`src/rtl/flow_control.sv`:
```
// flow_control
// Per-direction ready gate between the input FIFOs and the five router output
// directions (N, E, W, S, L). Each channel registers the AND of "a flit is
// routed toward X" and "the X output side can accept data". The result is
// returned to the input side as Xready_out. The five channels are identical
// and independent.
//
// Ports
//   clk                      router clock, rising-edge
//   rst                      asynchronous reset, active low
//   Nport..Lport             a flit is currently routed toward that output
//   Lready_in..Sready_in     that output side can accept data
//   Lready_out..Sready_out   input side may send toward that output (registered)
module flow_control (
    input  logic clk,
    input  logic rst,
    input  logic Nport,
    input  logic Eport,
    input  logic Wport,
    input  logic Sport,
    input  logic Lport,
    input  logic Lready_in,
    input  logic Nready_in,
    input  logic Eready_in,
    input  logic Wready_in,
    input  logic Sready_in,
    output logic Lready_out,
    output logic Nready_out,
    output logic Eready_out,
    output logic Wready_out,
    output logic Sready_out
);

    always_ff @(posedge clk or negedge rst) begin
        if (!rst) begin
            Nready_out <= 1'b0;
            Eready_out <= 1'b0;
            Wready_out <= 1'b0;
            Sready_out <= 1'b0;
            Lready_out <= 1'b0;
        end else begin
            Nready_out <= Nport & Nready_in;
            Eready_out <= Eport & Eready_in;
            Wready_out <= Wport & Wready_in;
            Sready_out <= Sport & Sready_in;
            Lready_out <= Lport & Lready_in;
        end
    end

endmodule

```
`config.mk`:
```
export PLATFORM = sky130hd
export DESIGN_NAME = flow_control
export DESIGN_NICKNAME = d
export VERILOG_FILES = /design/src/rtl/flow_control.sv
export SDC_FILE = /design/constraint.sdc
export NUM_CORES = 1
export LEC_CHECK = 0
export CORE_AREA = 2 2 39 41
export CTS_CLUSTER_SIZE = 14
export DETAILED_ROUTE_END_ITERATION = 12
export DIE_AREA = 0 0 41 43
export GPL_ROUTABILITY_DRIVEN = 0
export RECOVER_POWER = 100
export SLEW_MARGIN = 15
export SYNTH_ARGS = -nofsm -noshare
export SYNTH_HDL_FRONTEND = slang
export SYNTH_SLANG_ARGS = --single-unit
```
`constraint.sdc`:
```
create_clock -name clk -period 0.8 [get_ports clk]
set_input_delay 0.16 -clock clk [delete_from_list [all_inputs] [get_ports clk]]
set_output_delay 0.16 -clock clk [all_outputs]
set_load 0.1 [all_outputs]
```
==> results of run 1 <==
## synth_stat cells, drive strengths merged
cell type	instances
and2	5
dfrtp	5
## routing by layer
metal  part of all wire (%)  routed length, µm  up-vias
met2                     39                131       19
met3                     18                 59        2
met5                      0                  0        -
li1                       -                  -       69
met4                    1.2                  4        0
met1                     41                137       51
## area by class of cell
| cell class | instances | share of cell area [%] |
|---|---|---|
| Timing Repair Buffer | 16 | 48.70 |
| Sequential cell | 5 | 33.33 |
| Multi-Input combinational cell | 5 | 7.246 |
| Clock buffer | 4 | 6.087 |
| Tap cell | 16 | 4.638 |
## cell families (layout without fill, tap and decap cells)
logic type             after synthesis  after routing
flip-flops                           5              5
AND/OR/NAND/NOR                      5              5
buffers and inverters                0             20
## state kept, by name, indices dropped and copies added (netlist names)
| register | count |
|---|---|
| Eready_out | 1 |
| Sready_out | 1 |
| Wready_out | 1 |
| Nready_out | 1 |
| Lready_out | 1 |
## cells in the final DEF, fill, tap and decap left out, drive strengths merged
cell	Yosys	routed
clkbuf	0	4
clkdlybuf4s50	0	9
dfrtp	5	5
dlygate4sd3	0	2
buf	0	5
and2	5	5
## worst paths after layout
check                             end  slack (ns)
setup / recovery           Wready_out       -0.24
hold / removal             Wready_out        0.21
max in group asynchronous  Sready_out        0.38
min in group clk           Wready_out        0.47
## power by group through the flow
stage,registers [mW],clock network [mW],logic [mW]
floorplan,0.381,0,0.00838
global placement,0.291,0,0.217
detailed placement,0.291,0,0.217
CTS,0.286,0.299,0.217
global route,0.287,0.316,0.223
finish,0.286,0.284,0.213
## timing repair
item                       CTS  global route
gates resized for setup      0             0
setup endpoints to repair    5             5
cloned                       0             0
## metrics by stage
| stage | hold slack (ns) | util (%) |
|---|---|---|
| 2_1_floorplan | -0.1356 | - |
| 3_3_place_gp | 0.3908 | 29.29 |
| 3_5_place_dp | 0.3923 | 29.29 |
| 4_1_cts | 0.1370 | 31.19 |
| 5_1_grt | 0.2234 | 31.19 |
| 6_report | 0.2073 | 31.19 |
==> impl_metrics.env, run 1 <==
export IMPL_critPathCaptureType="output pin"
export IMPL_yosysSeqAreaShare_pct=80.00
export IMPL_grt_pass1_vias=165
export IMPL_met2_usage_pct=5.938
export IMPL_relSlewSlack_pct=85.36
export IMPL_grt_total_usage_pct=5.870
export IMPL_cts_setup_buffers=0
export IMPL_fin_nets=43
export IMPL_ys_ff_latch=5
export IMPL_failed_checks="negative setup slack"
export IMPL_io_pins=17
export IMPL_clk_pin_slew_ns=0.04
export IMPL_io_buffers=16
export IMPL_yosys_area_share_simple_pct=20.00
export IMPL_nFillCells=143
export IMPL_top_usage_layer="met4"
export IMPL_drive_gt1_share_pct=43.33
export IMPL_syn_cell_area_um2=156.4
export IMPL_synth_top_family_by_area="simple AND/OR/NAND/NOR gates"
export IMPL_dp_slack_ns=-0.03465
export IMPL_clockRootBuffer="clkbuf_4"
export IMPL_worst_ep_required_time_ns=0.64
export IMPL_first_pass_iters=2
export IMPL_cts_buffer_depth=2
export IMPL_finalHoldViolations=0
export IMPL_synth_compound_area_share_pct=0
export IMPL_status="complete, but fails checks"
export IMPL_min_period_ns=1.043
export IMPL_diodes=0
export IMPL_crit_buf_inv=1
export IMPL_critPathKind="flip-flop to output pin"
export IMPL_fin_crit_sh_pct=130.4
export IMPL_vias=141
export IMPL_multiInputGateArea_um2=31.28
export IMPL_vdd_ir_drop_max_mv=0.6032
export IMPL_clock_sinks=5
export IMPL_fin_ws_ns=-0.2434
export IMPL_path_depth=1
export IMPL_powerDensity_nw_per_um2=1813
export IMPL_yosysTopAreaCellShare_pct=80.00
export IMPL_comb_power_share_pct=27.2
export IMPL_avgRoutedWirePerCell_um=7.239
export IMPL_synth_warnings=0
export IMPL_synthCells=10
export IMPL_slew_viol_final=0
export IMPL_drcViolationCount=0
export IMPL_cts_tree="built"
export IMPL_fp_dieArea_um2=1763
export IMPL_core_area_um2=1384
export IMPL_tns_ns=-1.195
export IMPL_synth_top_area_cell="dfrtp_1"
export IMPL_viasPerCell=3.065
export IMPL_p_sw_share_pct=28.12
export IMPL_grt_start_max_net_pins=6
export IMPL_cp_arrival_ns=0.88
export IMPL_dpl_cell_area_um2=405.4
export IMPL_drt_initial_drc_count=1
export IMPL_startpoint_type="flip-flop"
export IMPL_hp_class="input port to asynchronous set/reset pin"
export IMPL_muxShareOfSynthArea_pct=0
export IMPL_rsz0062_at_grt="true"
export IMPL_initial_core_util_pct=11.30
export IMPL_yosys_top_cells_area="dfrtp_1 80%, and2_1 20%"
export IMPL_syn_to_final_growth_pct=176.0
export IMPL_ant_nets=0
export IMPL_rows=14
export IMPL_grt_ovfl_total=0
export IMPL_synthXorXnorAreaFrac_pct=0
export IMPL_crit_family="flip-flops"
export IMPL_worst_slew_pin_slew_ns=0.2188
export IMPL_die_y_um=43
export IMPL_synthAdderAreaFrac_pct=0
export IMPL_yosysUniqueCellTypes=2
export IMPL_met1_usage_pct=6.931
export IMPL_pwr_share_clk_pct=36.3
export IMPL_use_met3_pct=3.141
export IMPL_chipWidth_um=41
export IMPL_fmax_mhz=958.4
export IMPL_antenna_found_initial=0
export IMPL_htreeDepth=1
export IMPL_avgSynthCellArea_um2=15.64
export IMPL_cp_slowest_cell="dfrtp_4"
export IMPL_syn_num_nets=22
export IMPL_dp_cells=42
export IMPL_stdcell_area_um2=431.7
export IMPL_cap_violations=0
export IMPL_numCtsBuffers=3
export IMPL_total_power_uw=782.6
export IMPL_critPathMaxStageDelay_ns=0.47
export IMPL_p_int_uw=562.5
export IMPL_setup_worst_path_start="Wready_out"
export IMPL_setup_viol=5
export IMPL_wl_um=333
export IMPL_cp_max_fo=1
export IMPL_finalNonFillerCells=46
export IMPL_grt_pass1_wl_um=621
export IMPL_pwr_share_seq_pct=36.5
export IMPL_leakagePower_nw=0.1699
export IMPL_cts_hold_buf=0
export IMPL_seq_area_um2=143.9
export IMPL_crit_chain="buf_12"
export IMPL_p_switching_uw=220.1
Power figures use the tool's default switching activity.
==> inputs of run 2 (changes only) <==
DONT_BUFFER_PORTS = 1   (was not set)
SLEW_MARGIN = 20   (was 15)
==> run 2 against run 1 <==
Effect of this change: highest routed layer is now met3; die area unchanged; the flow still finishes with violations (negative setup slack); largest cell class is now registers; fmax is 3.0% higher; total power fell by 12%; critical path depth down 1; clock power rose by 2%; utilization decreased by 14 points.
==> impl_metrics.env, run 2 (synthesis results as in run 1) <==
export IMPL_finalHoldViolations=0
export IMPL_critPathCaptureType="output pin"
export IMPL_grt_ovfl_total=0
export IMPL_pwr_share_seq_pct=55.1
export IMPL_setup_worst_path_start="Nready_out"
export IMPL_syn_to_final_growth_pct=48.00
export IMPL_drt_initial_drc_count=0
export IMPL_grt_pass1_vias=134
export IMPL_fin_ws_ns=-0.2126
export IMPL_clk_pin_slew_ns=0.04
export IMPL_nFillCells=152
export IMPL_chipWidth_um=41
export IMPL_drcViolationCount=0
export IMPL_leakagePower_nw=0.08667
export IMPL_hold_start="Nready_in"
export IMPL_first_pass_iters=1
export IMPL_grt_start_max_net_pins=6
export IMPL_status="complete, but fails checks"
export IMPL_hp_class="input port to flip-flop"
export IMPL_fin_crit_sh_pct=126.6
export IMPL_grt_total_usage_pct=5.157
export IMPL_avgRoutedWirePerCell_um=12.13
export IMPL_fp_dieArea_um2=1763
export IMPL_clock_sinks=5
export IMPL_rows=14
export IMPL_p_sw_share_pct=31.23
export IMPL_io_pins=17
export IMPL_setup_viol=5
export IMPL_core_area_um2=1384
export IMPL_io_buffers=0
export IMPL_p_switching_uw=214.6
export IMPL_numCtsBuffers=3
export IMPL_cap_violations=0
export IMPL_cp_arrival_ns=0.85
export IMPL_viasPerCell=3.290
export IMPL_wl_um=376
export IMPL_final_common_cell="dfrtp_4"
export IMPL_relSlewSlack_pct=80.01
export IMPL_die_y_um=43
export IMPL_final_cell_mix="5 x dfrtp_4, 4 x and2_0, 3 x clkbuf_4"
export IMPL_cts_tree="built"
export IMPL_rsz0062_at_grt="true"
export IMPL_min_period_ns=1.013
export IMPL_worst_slew_pin_slew_ns=0.3012
export IMPL_failed_checks="negative setup slack"
export IMPL_clockRootBuffer="clkbuf_4"
export IMPL_cp_max_fo=1
export IMPL_worst_ep_required_time_ns=0.64
export IMPL_diodes=0
export IMPL_pwr_share_clk_pct=42.4
export IMPL_finalNonFillerCells=31
export IMPL_tns_ns=-1.054
export IMPL_initial_core_util_pct=11.30
export IMPL_fmax_mhz=987.5
export IMPL_cts_buffer_depth=2
export IMPL_powerDensity_nw_per_um2=2968
export IMPL_startpoint_type="flip-flop"
export IMPL_comb_power_share_pct=2.5
export IMPL_grt_pass1_wl_um=538
export IMPL_p_int_uw=472.4
export IMPL_antenna_found_initial=0
export IMPL_cts_setup_buffers=0
export IMPL_dp_cells=26
export IMPL_critPathKind="flip-flop to output pin"
export IMPL_vdd_ir_drop_max_mv=0.6751
export IMPL_htreeDepth=1
export IMPL_drive_gt1_share_pct=53.33
export IMPL_vias=102
export IMPL_fin_nets=28
export IMPL_ant_nets=0
export IMPL_slew_viol_final=0
[run 2: changes by cell type in the layout (fill, tap and decap cells not counted)]
cell             change
buf_12               -5
clkdlybuf4s50_1      -9
dlygate4sd3_1        -1
[run 2: cell type report]
class,instances,area (µm²),area share (%)
multi-input cells,5,31.28,13.51
repair buffers,1,10.01,4.324
flip-flops and latches,5,143.9,62.16
clock buffers,4,26.28,11.35
well taps,16,20.02,8.649
[run 2: worst paths after layout]
kind | end | slack, ns | cells past startpoint
min in group asynchronous | Lready_out | 0.22 | 1
worst min-delay path | Nready_out | 0.05 | 1
max in group asynchronous | Nready_out | 0.36 | 1
worst max-delay path | Nready_out | -0.21 | 0
[run 2: per-stage QoR]
stage	util, %	setup WS, ns	hold WS, ns	power, mW	instance area (µm²)
floorplan	-	0.04777	-0.1356	0.3892	175.2
global route	16.73	-0.2361	0.05548	0.7251	231.5
finish	16.73	-0.2126	0.04966	0.6869	231.5
detailed placement	14.10	0.03877	-0.1354	0.3951	195.2
CTS	16.73	-0.2292	0.03663	0.7128	231.5
global placement	14.10	0.04190	-0.1354	0.3937	195.2
[run 2: repair_timing]
action / CTS / global route
pin swaps: 0 / 0
gates resized for setup: 0 / 0
hold endpoints to repair: 5 / 0
setup endpoints to repair: 5 / 5
hold buffers: 1 / 0
[run 2: metal layers]
layer | GRT usage, % | up-vias | share of wire, %
li1 | - | 39 | -
met1 | 6.579 | 46 | 47
met2 | 5.625 | 17 | 38
met3 | 2.094 | 0 | 15
met4 | 6.000 | 0 | 0
met5 | 0 | - | 0
[run 2: power groups by stage]
| stage | Combinational, mW | Clock [mW] | Sequential (mW) |
|---|---|---|---|
| final | 0.0172 | 0.291 | 0.379 |
| after global routing | 0.0202 | 0.324 | 0.381 |
| after CTS | 0.0190 | 0.314 | 0.380 |
| after detailed placement | 0.0104 | 0 | 0.385 |
| after global placement | 0.00909 | 0 | 0.385 |
| after floorplan | 0.00838 | 0 | 0.381 |
